--- src/rtl/acoustics_pkg.sv ---
// Shared definitions for the hydrophone acquisition blocks: default widths, the
// sequencer state encoding and the channel-index width helper.
package acoustics_pkg;

    localparam int unsigned DEF_NUM_CH = 4;
    localparam int unsigned DEF_DATA_W = 10;

    typedef enum logic [2:0] {
        StIdle,
        StReq,
        StWait,
        StUpdate,
        StReport
    } state_e;

    // Index width for n items; never narrower than one bit.
    function automatic int unsigned ch_width(input int unsigned n);
        return (n <= 1) ? 1 : $clog2(n);
    endfunction

endpackage

--- src/rtl/peak_window_sequencer_if.sv ---
// Control, SPI-request and window-result signals of peak_window_sequencer.
// master drives the commands, SPI responses and result_ready; slave is the sequencer.
interface peak_window_sequencer_if
    import acoustics_pkg::*;
#(
    parameter int unsigned NUM_CH = DEF_NUM_CH,
    parameter int unsigned DATA_W = DEF_DATA_W
);
    localparam int unsigned CH_W = ch_width(NUM_CH);

    logic                     start;
    logic                     continuous;
    logic                     abort;
    logic                     spi_start;
    logic [CH_W-1:0]          adc_ch;
    logic                     spi_done;
    logic [DATA_W-1:0]        spi_data;
    logic                     busy;
    logic                     result_valid;
    logic                     result_ready;
    logic [NUM_CH*DATA_W-1:0] peaks;
    logic [CH_W-1:0]          max_ch;
    logic                     trigger;
    logic                     timeout_err;

    modport master (
        output start, continuous, abort, spi_done, spi_data, result_ready,
        input  spi_start, adc_ch, busy, result_valid, peaks, max_ch, trigger, timeout_err
    );

    modport slave (
        input  start, continuous, abort, spi_done, spi_data, result_ready,
        output spi_start, adc_ch, busy, result_valid, peaks, max_ch, trigger, timeout_err
    );

endinterface

--- src/rtl/peak_hold.sv ---
// Single-channel peak-hold register: keeps the largest sample seen since the last clear.
module peak_hold
    import acoustics_pkg::*;
#(
    parameter int unsigned DATA_W = DEF_DATA_W
) (
    input  logic              clk,
    input  logic              reset_b,
    input  logic              clear_i,
    input  logic              en_i,
    input  logic [DATA_W-1:0] din_i,
    output logic [DATA_W-1:0] peak_o
);

    logic [DATA_W-1:0] peak_q;

    always_ff @(posedge clk or negedge reset_b) begin
        if (!reset_b) begin
            peak_q <= '0;
        end else if (clear_i) begin
            peak_q <= '0;
        end else if (en_i && (din_i > peak_q)) begin
            peak_q <= din_i;
        end
    end

    assign peak_o = peak_q;

endmodule

--- src/rtl/peak_window_sequencer.sv ---
// Round-robins SPI ADC conversions over all channels for a fixed window, tracks
// per-channel peaks and reports peaks, loudest channel and trigger over valid/ready.
module peak_window_sequencer
    import acoustics_pkg::*;
#(
    parameter int unsigned       NUM_CH      = DEF_NUM_CH,
    parameter int unsigned       DATA_W      = DEF_DATA_W,
    parameter int unsigned       WINDOW_LEN  = 1024,
    parameter int unsigned       TIMEOUT_CYC = 64,
    parameter logic [DATA_W-1:0] THRESHOLD   = DATA_W'(512)
) (
    input logic                    clk,
    input logic                    reset_b,
    peak_window_sequencer_if.slave bus_io
);

    localparam int unsigned CH_W  = ch_width(NUM_CH);
    localparam int unsigned CNT_W = ch_width(WINDOW_LEN);
    localparam int unsigned TMO_W = ch_width(TIMEOUT_CYC);

    state_e            state_q, state_d;
    logic [CH_W-1:0]   ch_q, ch_d;
    logic [CNT_W-1:0]  cnt_q, cnt_d;
    logic [TMO_W-1:0]  tmo_q, tmo_d;
    logic [DATA_W-1:0] sample_q, sample_d;
    logic [CH_W-1:0]   max_ch_q, max_ch_d;
    logic              trigger_q, trigger_d;
    logic              timeout_err_q, timeout_err_d;
    logic              spi_start_q, busy_q, result_valid_q;
    logic              clear_peaks;

    logic [NUM_CH-1:0] en;
    logic [DATA_W-1:0] peak_cur [NUM_CH];
    logic [DATA_W-1:0] peak_nxt [NUM_CH];
    logic [DATA_W-1:0] best_val;
    logic [CH_W-1:0]   best_idx;
    logic              trig_c;

    for (genvar g = 0; g < NUM_CH; g++) begin : g_ch
        assign en[g] = (state_q == StUpdate) && (ch_q == CH_W'(g));

        peak_hold #(
            .DATA_W (DATA_W)
        ) u_peak (
            .clk     (clk),
            .reset_b (reset_b),
            .clear_i (clear_peaks),
            .en_i    (en[g]),
            .din_i   (sample_q),
            .peak_o  (peak_cur[g])
        );

        assign bus_io.peaks[g*DATA_W +: DATA_W] = peak_cur[g];
    end

    // Reduction looks at the post-update peaks so it can be latched on the same
    // edge that ends the final UPDATE and enters REPORT.
    always_comb begin
        for (int unsigned i = 0; i < NUM_CH; i++) begin
            peak_nxt[i] = (en[i] && (sample_q > peak_cur[i])) ? sample_q : peak_cur[i];
        end
    end

    always_comb begin
        best_val = peak_nxt[0];
        best_idx = '0;
        trig_c   = (peak_nxt[0] >= THRESHOLD);
        for (int unsigned i = 1; i < NUM_CH; i++) begin
            if (peak_nxt[i] > best_val) begin
                best_val = peak_nxt[i];
                best_idx = CH_W'(i);
            end
            if (peak_nxt[i] >= THRESHOLD) begin
                trig_c = 1'b1;
            end
        end
    end

    always_comb begin
        state_d       = state_q;
        ch_d          = ch_q;
        cnt_d         = cnt_q;
        tmo_d         = tmo_q;
        sample_d      = sample_q;
        max_ch_d      = max_ch_q;
        trigger_d     = trigger_q;
        timeout_err_d = timeout_err_q;
        clear_peaks   = 1'b0;

        if (bus_io.abort) begin
            state_d = StIdle;
        end else begin
            case (state_q)
                StIdle: begin
                    if (bus_io.start) begin
                        clear_peaks   = 1'b1;
                        timeout_err_d = 1'b0;
                        ch_d          = '0;
                        cnt_d         = '0;
                        state_d       = StReq;
                    end
                end
                StReq: begin
                    tmo_d   = '0;
                    state_d = StWait;
                end
                StWait: begin
                    if (bus_io.spi_done) begin
                        sample_d = bus_io.spi_data;
                        state_d  = StUpdate;
                    end else if (tmo_q == TMO_W'(TIMEOUT_CYC - 1)) begin
                        timeout_err_d = 1'b1;
                        sample_d      = '0;
                        state_d       = StUpdate;
                    end else begin
                        tmo_d = tmo_q + TMO_W'(1);
                    end
                end
                StUpdate: begin
                    if (ch_q != CH_W'(NUM_CH - 1)) begin
                        ch_d    = ch_q + CH_W'(1);
                        state_d = StReq;
                    end else begin
                        ch_d = '0;
                        if (cnt_q == CNT_W'(WINDOW_LEN - 1)) begin
                            max_ch_d  = best_idx;
                            trigger_d = trig_c;
                            state_d   = StReport;
                        end else begin
                            cnt_d   = cnt_q + CNT_W'(1);
                            state_d = StReq;
                        end
                    end
                end
                StReport: begin
                    if (bus_io.result_ready) begin
                        if (bus_io.continuous) begin
                            clear_peaks = 1'b1;
                            cnt_d       = '0;
                            state_d     = StReq;
                        end else begin
                            state_d = StIdle;
                        end
                    end
                end
                default: state_d = StIdle;
            endcase
        end
    end

    always_ff @(posedge clk or negedge reset_b) begin
        if (!reset_b) begin
            state_q        <= StIdle;
            ch_q           <= '0;
            cnt_q          <= '0;
            tmo_q          <= '0;
            sample_q       <= '0;
            max_ch_q       <= '0;
            trigger_q      <= 1'b0;
            timeout_err_q  <= 1'b0;
            spi_start_q    <= 1'b0;
            busy_q         <= 1'b0;
            result_valid_q <= 1'b0;
        end else begin
            state_q        <= state_d;
            ch_q           <= ch_d;
            cnt_q          <= cnt_d;
            tmo_q          <= tmo_d;
            sample_q       <= sample_d;
            max_ch_q       <= max_ch_d;
            trigger_q      <= trigger_d;
            timeout_err_q  <= timeout_err_d;
            spi_start_q    <= (state_d == StReq);
            busy_q         <= (state_d != StIdle);
            result_valid_q <= (state_d == StReport);
        end
    end

    assign bus_io.spi_start    = spi_start_q;
    assign bus_io.adc_ch       = ch_q;
    assign bus_io.busy         = busy_q;
    assign bus_io.result_valid = result_valid_q;
    assign bus_io.max_ch       = max_ch_q;
    assign bus_io.trigger      = trigger_q;
    assign bus_io.timeout_err  = timeout_err_q;

endmodule

--- src/flat_wrapper.sv ---
// flat-port wrapper written by rule: the top's interface ports become plain ports
module peak_window_sequencer_flat import acoustics_pkg::*;
#(
    parameter int unsigned       NUM_CH      = DEF_NUM_CH,
    parameter int unsigned       DATA_W      = DEF_DATA_W,
    parameter int unsigned       WINDOW_LEN  = 1024,
    parameter int unsigned       TIMEOUT_CYC = 64,
    parameter logic [DATA_W-1:0] THRESHOLD   = DATA_W'(512)
)
  (clk, reset_b, bus_io_start, bus_io_continuous, bus_io_abort, bus_io_spi_done, bus_io_spi_data, bus_io_result_ready, bus_io_spi_start, bus_io_adc_ch, bus_io_busy, bus_io_result_valid, bus_io_peaks, bus_io_max_ch, bus_io_trigger, bus_io_timeout_err);
  peak_window_sequencer_if #(.NUM_CH(NUM_CH), .DATA_W(DATA_W)) bus_io_i ();
  input logic clk;
  input logic reset_b;
  input wire logic [$bits(bus_io_i.start)-1:0] bus_io_start;
  input wire logic [$bits(bus_io_i.continuous)-1:0] bus_io_continuous;
  input wire logic [$bits(bus_io_i.abort)-1:0] bus_io_abort;
  input wire logic [$bits(bus_io_i.spi_done)-1:0] bus_io_spi_done;
  input wire logic [$bits(bus_io_i.spi_data)-1:0] bus_io_spi_data;
  input wire logic [$bits(bus_io_i.result_ready)-1:0] bus_io_result_ready;
  output wire logic [$bits(bus_io_i.spi_start)-1:0] bus_io_spi_start;
  output wire logic [$bits(bus_io_i.adc_ch)-1:0] bus_io_adc_ch;
  output wire logic [$bits(bus_io_i.busy)-1:0] bus_io_busy;
  output wire logic [$bits(bus_io_i.result_valid)-1:0] bus_io_result_valid;
  output wire logic [$bits(bus_io_i.peaks)-1:0] bus_io_peaks;
  output wire logic [$bits(bus_io_i.max_ch)-1:0] bus_io_max_ch;
  output wire logic [$bits(bus_io_i.trigger)-1:0] bus_io_trigger;
  output wire logic [$bits(bus_io_i.timeout_err)-1:0] bus_io_timeout_err;
  assign bus_io_i.start = bus_io_start;
  assign bus_io_i.continuous = bus_io_continuous;
  assign bus_io_i.abort = bus_io_abort;
  assign bus_io_i.spi_done = bus_io_spi_done;
  assign bus_io_i.spi_data = bus_io_spi_data;
  assign bus_io_i.result_ready = bus_io_result_ready;
  assign bus_io_spi_start = bus_io_i.spi_start;
  assign bus_io_adc_ch = bus_io_i.adc_ch;
  assign bus_io_busy = bus_io_i.busy;
  assign bus_io_result_valid = bus_io_i.result_valid;
  assign bus_io_peaks = bus_io_i.peaks;
  assign bus_io_max_ch = bus_io_i.max_ch;
  assign bus_io_trigger = bus_io_i.trigger;
  assign bus_io_timeout_err = bus_io_i.timeout_err;
  peak_window_sequencer #(.NUM_CH(NUM_CH), .DATA_W(DATA_W), .WINDOW_LEN(WINDOW_LEN), .TIMEOUT_CYC(TIMEOUT_CYC), .THRESHOLD(THRESHOLD)) u_core (.clk(clk), .reset_b(reset_b), .bus_io(bus_io_i));
endmodule
--- config.mk ---
export PLATFORM = sky130hd
export DESIGN_NAME = peak_window_sequencer_flat
export DESIGN_NICKNAME = d
export VERILOG_FILES = /design/src/rtl/acoustics_pkg.sv /design/src/rtl/peak_window_sequencer_if.sv /design/src/rtl/peak_hold.sv /design/src/rtl/peak_window_sequencer.sv /design/src/flat_wrapper.sv
export SDC_FILE = /design/constraint.sdc
export NUM_CORES = 1
export LEC_CHECK = 0
export ABC_AREA = 1
export BUFFER_PORTS_ARGS = -buffer_cell sky130_fd_sc_hd__buf_2
export CAP_MARGIN = 0
export CORE_MARGIN = 3
export CORE_UTILIZATION = 45
export DETAILED_ROUTE_END_ITERATION = 10
export MAX_ROUTING_LAYER = met4
export PLACE_DENSITY = 0.61
export SLEW_MARGIN = 20
export SYNTH_ARGS = -nofsm -noshare
export SYNTH_HDL_FRONTEND = slang
export SYNTH_SLANG_ARGS = --single-unit
--- constraint.sdc ---
create_clock -name clk -period 9.1 [get_ports clk]
set_input_delay 0 -clock clk [delete_from_list [all_inputs] [get_ports clk]]
set_output_delay 0 -clock clk [all_outputs]
set_load 0.05 [all_outputs]
### Word-level counts from Yosys, hierarchy flattened

Cells that the tools add are included.
Widths: inputs -> output; s select.

* flip-flop bits (word level): 78
* output and inout bits: 49
* logic and storage cells: 121

* add/subtract/negate cells: 3
* order comparisons: 11
* eq/ne operators: 20
* muxes and demuxes: 48
* bitwise gates (word level): 2
* reduce and logical (&&, ||, !) cells: 22

Operator list (number)
* $mux 10: 17
* $gt 10x10->1: 7
* $ge 10x10->1 const B: 4
* $pmux 10 s3: 1
* $mux 3: 7
* $ne 2x2->1 const B: 8
* $pmux 3 s5: 1
* $mux 1: 12
* $mux 6: 2
* $pmux 6 s2: 1
* $add 10x1->10 const B: 1
* $eq 10x10->1 const B: 1
* $logic_and 1x1->1: 8
* $mux 2: 4
* $reduce_and 4->1: 2
* $reduce_bool 2->1: 4
* $reduce_and 7->1: 1
* $add 6x1->6 const B: 1
* $eq 3x1->1 const B: 2
* $eq 3x2->1 const B: 2
* $eq 3x3->1 const B: 2
* $eq 6x6->1 const B: 1
* $reduce_and 3->1: 2
* $reduce_bool 3->1: 2
* 10 further kinds: 13

### Depth between registers and ports, before layout

* depth in word-level cells: 10
* gate-level depth with buffers: 44
* gate-level depth less buffers: 44

### By module

Synthesis repeated with hierarchy kept, for this count alone.

* cells, all modules: 1069
* area, all modules: 7564.8 um2

By module, submodules not included
* peak_window_sequencer: times used 1, cells an instance 677, area an instance 4481.8 um2, seq. area each 950.9 um2
* peak_hold: times used 4, cells an instance 98, area an instance 770.7 um2, seq. area each 250.2 um2

### Worst setup path before layout

Ideal clock, no wire load.

* path type: flip-flop to flip-flop
* from: register u_core.g_ch[1].u_peak.peak_q[4]
* to: register u_core.max_ch_q[0] (netlist: u_core.bus_io.max_ch[0])
* library setup time: 0.077 ns
* arrival: 5.541 ns
* slack: 3.482 ns
* stages on the path, launching flop included: 41
* buffers on the path: 3
* period minus slack after synthesis: 5.618 ns
* path through: dfrtp_1 -> inv_1 -> ha_1 -> nand2_1 -> nor2_1 -> nand2_1 -> o21ai_1 -> inv_2 -> nand2_4 -> clkbuf_1 -> nand2_1 -> o21ai_0 -> ha_1 -> nand2_1 -> inv_1 -> nand3_1 -> inv_1 -> nand2_1 -> (+5 left out) -> nand3_1 -> and2_1 -> ha_1 -> nand2_1 -> nor2_1 -> o211ai_1 -> o2111ai_1 -> nand2_1 -> buf_1 -> nand3_1 -> nand2_1 -> ha_1 -> nand2_1 -> nor4_1 -> o21ai_0 -> o2111ai_1 -> a21oi_1 -> a21oi_1

* longest elaborated chain between the ends: 9
* elaborated cells between the ends (all ways): 11
* classes of those cells: 4 x order compare; 6 x mux; 1 x reduce/logical

Ends and longest elaborated chain
* from (decl): RTL line peak_hold.sv:15 `logic [DATA_W-1:0] peak_q;`
* from (signal assigned): RTL line peak_hold.sv:23 `peak_q <= din_i;`
* $gt 10x10->1: RTL line peak_window_sequencer.sv:60 `peak_nxt[i] = (en[i] && (sample_q > peak_cur[i])) ? sample_q : peak_cur[i];`
* $logic_and 1x1->1: RTL line peak_window_sequencer.sv:60
* $mux 10 *: RTL line peak_window_sequencer.sv:60
* $gt 10x10->1: RTL line peak_window_sequencer.sv:69 `if (peak_nxt[i] > best_val) begin`
* $mux 10: RTL line peak_window_sequencer.sv:69
* $gt 10x10->1: RTL line peak_window_sequencer.sv:69
* $mux 10: RTL line peak_window_sequencer.sv:69
* $gt 10x10->1: RTL line peak_window_sequencer.sv:69
* $mux 2 *: RTL line peak_window_sequencer.sv:69
* to (signal assigned): RTL line peak_window_sequencer.sv:170 `max_ch_q <= max_ch_d;`
* to (decl): RTL line peak_window_sequencer.sv:26 `logic [CH_W-1:0] max_ch_q, max_ch_d;`

Mark *: on every way between the ends. The rest lies on a longest branch, timed or not.
A chain may end at the register's enable or synchronous reset.

### Final worst setup path

* from: register u_core.sample_q[9]
* to: register u_core.max_ch_q[0] (netlist: u_core.bus_io.max_ch[0])

* longest elaborated chain between the ends: 9
* elaborated cells between the ends (all ways): 20
* classes of those cells: 7 x order compare; 9 x mux; 4 x reduce/logical

Ends and longest elaborated chain
* from (decl): RTL line peak_window_sequencer.sv:25 `logic [DATA_W-1:0] sample_q, sample_d;`
* from (signal assigned): RTL line peak_window_sequencer.sv:169 `sample_q <= sample_d;`
* $gt 10x10->1: RTL line peak_window_sequencer.sv:60
* $logic_and 1x1->1: RTL line peak_window_sequencer.sv:60
* $mux 10: RTL line peak_window_sequencer.sv:60
* $gt 10x10->1: RTL line peak_window_sequencer.sv:69
* $mux 10: RTL line peak_window_sequencer.sv:69
* $gt 10x10->1: RTL line peak_window_sequencer.sv:69
* $mux 10: RTL line peak_window_sequencer.sv:69
* $gt 10x10->1: RTL line peak_window_sequencer.sv:69
* $mux 2 *: RTL line peak_window_sequencer.sv:69

Marks and branches as above.

==> results <==
- The run finished with clean final reports.
- The worst-case IR drop observed on VDD is 0.200 mV.
- The final worst-path cycle share is 80.0%.
- The remaining design rule violation count is 0.
- The via count of the first global-routing pass is 5235.
- The critical path endpoint category is a register.
- For the worst setup path, the data required time is about 9400 ps.
- Counting I/O delays and the setup requirement, the final critical path takes 7280 ps.
- The die is approximately 120 um tall.
- Along the worst path, the maximum fanout reaches 19.
- 0 antenna diodes ended up in the layout.
- TritonCTS built the clock tree.
- No sink is reached through more buffers than the 2 on the longest clock path.
- The synthesized netlist cell count is between 700 and 800.
- Setup violations remaining at the end of the flow were counted as 0.
- The critical-path cell with the highest stage delay is sky130_fd_sc_hd__nand4_1.
- In this design, the stage delay of the slowest critical-path cell is 570 ps.
- The number of slew-limit violations in the final report came to 0.
- The mapped netlist covers 0.00574 mm^2.
- CTS saw 78 sinks.
- The count of buffers added by post-CTS timing repair for setup is 0.
- Counting instances in the post-synthesis netlist gives the leading cell types as 157 x sky130_fd_sc_hd__nand2_1, 133 x sky130_fd_sc_hd__inv_1, 78 x sky130_fd_sc_hd__dfrtp_1.
- The routed design uses 749 um of met3 wire.
- The post-synthesis register bit count is 78.
- Dividing the detail-routed via count by the number of cells gives 5.19.
- CTS built an H-tree with a depth of 3.
- Summed over all cells, the static leakage comes to 3.76 nW.
- For the pin with the worst max-slew slack, the measured transition is 866 ps.
- The placeable core region is 0.0122 mm^2.
- Of all flip-flops after synthesis, the portion carrying an async set or reset was 100%.
- The width of the die is 119 um.
- The top-level port count is 66.
- The clock buffer count from CTS is 9.
- In the global route stage, overall resource usage came out at 23.6%.
- The average instance in the mapped netlist occupies 7.37 um^2.
- Among all cell types in the netlist, the one instantiated most often is sky130_fd_sc_hd__nand2_1.
- The relative max-transition margin is between 40% and 50%.
- After detailed placement, the design holds a cell count of 996.
- Entering global routing, the biggest net connects between 70 and 80 pins.
- Of the cells placed in the final design, the portion with a size suffix greater than 1 is 13.2%.
- The root buffer cell chosen for the clock tree is sky130_fd_sc_hd__clkbuf_16.
- The detailed placement HPWL is 12.0 mm.
- In the final timing run, aggregate negative setup slack is 0 ps.
- For this run, the leading register cell type out of synthesis is sky130_fd_sc_hd__dfrtp_1.
- The count of unique library cells instantiated by Yosys is 38.
- The most frequent cell on the critical path is sky130_fd_sc_hd__nand2_1.
- Once the floorplan was initialized, standard cells occupied 47.0% of the core.
- The worst-skew pair later-pin latency is between 300 and 400 ps.
- Dividing the detail-routed wire length by the instance count gives 15.2 um.
- The register-to-register path setup slack is 1820 ps.
- The floorplan step defined a die boundary enclosing approximately 0.014 mm^2.
- The setup path with the least slack is of type register to register.
- At the worst endpoint, the arrival time is approximately 7600 ps.
- The first global-routing pass estimated 26.1 mm of wire.
- From synthesis to final layout, the design area changed by 16.4%.
- In the post-synthesis netlist, the biggest area contributors are sky130_fd_sc_hd__dfrtp_1 34%, sky130_fd_sc_hd__ha_1 16%, sky130_fd_sc_hd__nand2_1 10%, sky130_fd_sc_hd__inv_1 8.7%, sky130_fd_sc_hd__o21ai_0 5.5%.
- Counting both buffers and inverters, the worst setup path holds a total of 5.
- The iteration count of the initial detailed-routing pass is 5.
- Power comes to approximately 1.8 mW.
- The count of nets left with antenna violations after detail routing is 0.
- The routed metal-1 wire length is between 7 and 8 mm.
- The sequential element share of the synthesized area is 34.0%.
- The clock edge transition at the registers on the reported setup and hold paths is 60 ps.
- The overall overflow remaining after global route is 0.
- The routed via count is 5316.
- The number of warnings printed during yosys synthesis is 0.
- The class of the worst hold path is input pin to register.
- The congestion estimate from routability-driven global placement came to around 0.87.
- The final worst clock skew is 6.90 ps.
- The cell type with the largest total area after synthesis is sky130_fd_sc_hd__dfrtp_1.
- The number of filler cells placed in the layout is 1255.
- Across the run, the number of max-cap violations was 0.
- The family of cells with the greatest summed delay on the critical path is simple AND/OR/NAND/NOR gates.
- The startpoint type of the worst setup path is a register.
- The top cell type's share of synthesized area is approximately a third.
- The initial antenna violation count came to 0.
- The number of cell rows is 40.
- The top routing layer in use is met4.
- The count of final hold-check violations is 0.
- The net count after synthesis is 870.
- The met2 routed wirelength is 6.94 mm.
- The number of synthesized flops with an enable pin is 0.
- Wires add up to 15.5 mm.
- In this run, the number of DRC markers left after iteration 0 of detailed routing was 360.
- The number of nets in the finished design is 943.
- Setup repair after global routing left no endpoint under its margin.
- The total power per unit cell area is 271 mW/mm^2.
- Input and output buffers added on the ports amount to 65.
- The number of non-filler instances in the completed layout is roughly 1000.
- Static timing analysis puts the maximum clock frequency at 137 MHz.
## registers in the layout, summed over array words and instances (netlist names)
signal	count
u_core.tmo_q	6
u_core.bus_io.adc_ch	2
u_core.sample_q	10
u_core.bus_io.spi_start	1
u_core.bus_io.trigger	1
u_core.cnt_q	10
u_core.bus_io.busy	1
u_core.bus_io.result_valid	1
u_core.g_ch.u_peak.peak_o	40
u_core.state_q	3
u_core.bus_io.timeout_err	1
u_core.bus_io.max_ch	2
## layout make-up
type / count / area, um^2 / area share [%]
inverter: 139 / 522 / 7.81
timing repair buffer: 78 / 459 / 6.88
clock inverter: 6 / 109 / 1.63
sequential: 78 / 1950 / 29.2
tap: 168 / 210 / 3.15
multi-input combinational: 545 / 3190 / 47.7
clock buffer: 10 / 239 / 3.58
## kinds of logic (layout without fill, tap and decap cells)
kind of cell	count (synthesis)	in the layout	synth area share, %
xor gates and xnor gates	2	2	0.305
adders and majority gates	75	75	16.4
DFF	78	78	34.0
buffers and inverters	155	233	10.4
and+or+nand+nor	346	346	27.5
AOI/OAI and AO/OA	122	122	11.4
## through the flow
| stage | util [%] | hold WS [ps] | worst slack, ps | cell area (um^2) |
|---|---|---|---|---|
| 3_5_place_dp | 50.8 | 245 | 1930 | 6210 |
| 5_1_grt | 54.7 | 67.1 | 913 | 6680 |
| 2_1_floorplan | - | -296 | 3480 | 5740 |
| 3_3_place_gp | 50.8 | 228 | 2340 | 6210 |
| 6_report | 54.7 | 9.90 | 1820 | 6680 |
| 4_1_cts | 54.7 | 1.02 | 1860 | 6670 |
## tightest hold or removal path, stage by stage
cell and delay, ps:
sky130_fd_sc_hd__buf_2 90, sky130_fd_sc_hd__nor3_1 40, sky130_fd_sc_hd__nor2_1 140, sky130_fd_sc_hd__nor2_1 50
## power breakdown
| part | leakage [nW] | total, mW | switching, mW | internal, mW |
|---|---|---|---|---|
| clock | 0.172 | 0.423 | 0.148 | 0.275 |
| combinational | 2.53 | 0.949 | 0.630 | 0.319 |
| sequential | 1.06 | 0.435 | 0.0545 | 0.381 |
| total | 3.76 | 1.81 | 0.833 | 0.974 |
## repair_timing
item                      4_1_cts  5_1_grt
hold buffers                   12        0
hold endpoints to repair       90        0
gates resized for setup         0        0
## routing by layer
layer / vias up / global-route usage, %
li1: 2645 / -
met1: 2512 / 32.0
met2: 137 / 35.9
met3: 22 / 4.84
met4: 0 / 7.10
met5: - / -
## worst paths after layout
path / start / end / cells after the start
worst max-delay path: u_core.sample_q[9]$_DFFE_PN0P_ / u_core.bus_io.max_ch[0]$_DFFE_PN0P_ / 37
worst min-delay path: bus_io_result_ready / u_core.bus_io.result_valid$_DFF_PN0_ / 4
worst max register to register: u_core.sample_q[9]$_DFFE_PN0P_ / u_core.bus_io.max_ch[0]$_DFFE_PN0P_ / 37
worst min register to register: u_core.bus_io.timeout_err$_DFFE_PN0P_ / u_core.bus_io.timeout_err$_DFFE_PN0P_ / 2
max in group asynchronous: reset_b / u_core.g_ch[0].u_peak.peak_o[8]$_DFF_PN0_ / 2
min in group asynchronous: reset_b / u_core.bus_io.adc_ch[0]$_DFFE_PN0P_ / 2
## placed cells by master (no fill, tap or decap), types with 7 or more instances in the layout
master	count
sky130_fd_sc_hd__and2_1	10
sky130_fd_sc_hd__nor3_1	14
sky130_fd_sc_hd__dlygate4sd3_1	12
sky130_fd_sc_hd__a21oi_1	42
sky130_fd_sc_hd__nand2_2	7
sky130_fd_sc_hd__nand3_1	45
sky130_fd_sc_hd__dfrtp_1	78
sky130_fd_sc_hd__nand3_2	10
sky130_fd_sc_hd__inv_1	133
sky130_fd_sc_hd__nand2_1	157
sky130_fd_sc_hd__nor2_1	77
sky130_fd_sc_hd__nand4_1	10
sky130_fd_sc_hd__buf_2	64
sky130_fd_sc_hd__o21ai_0	63
sky130_fd_sc_hd__ha_1	75
sky130_fd_sc_hd__clkbuf_16	9
Power figures use the tool's default switching activity.
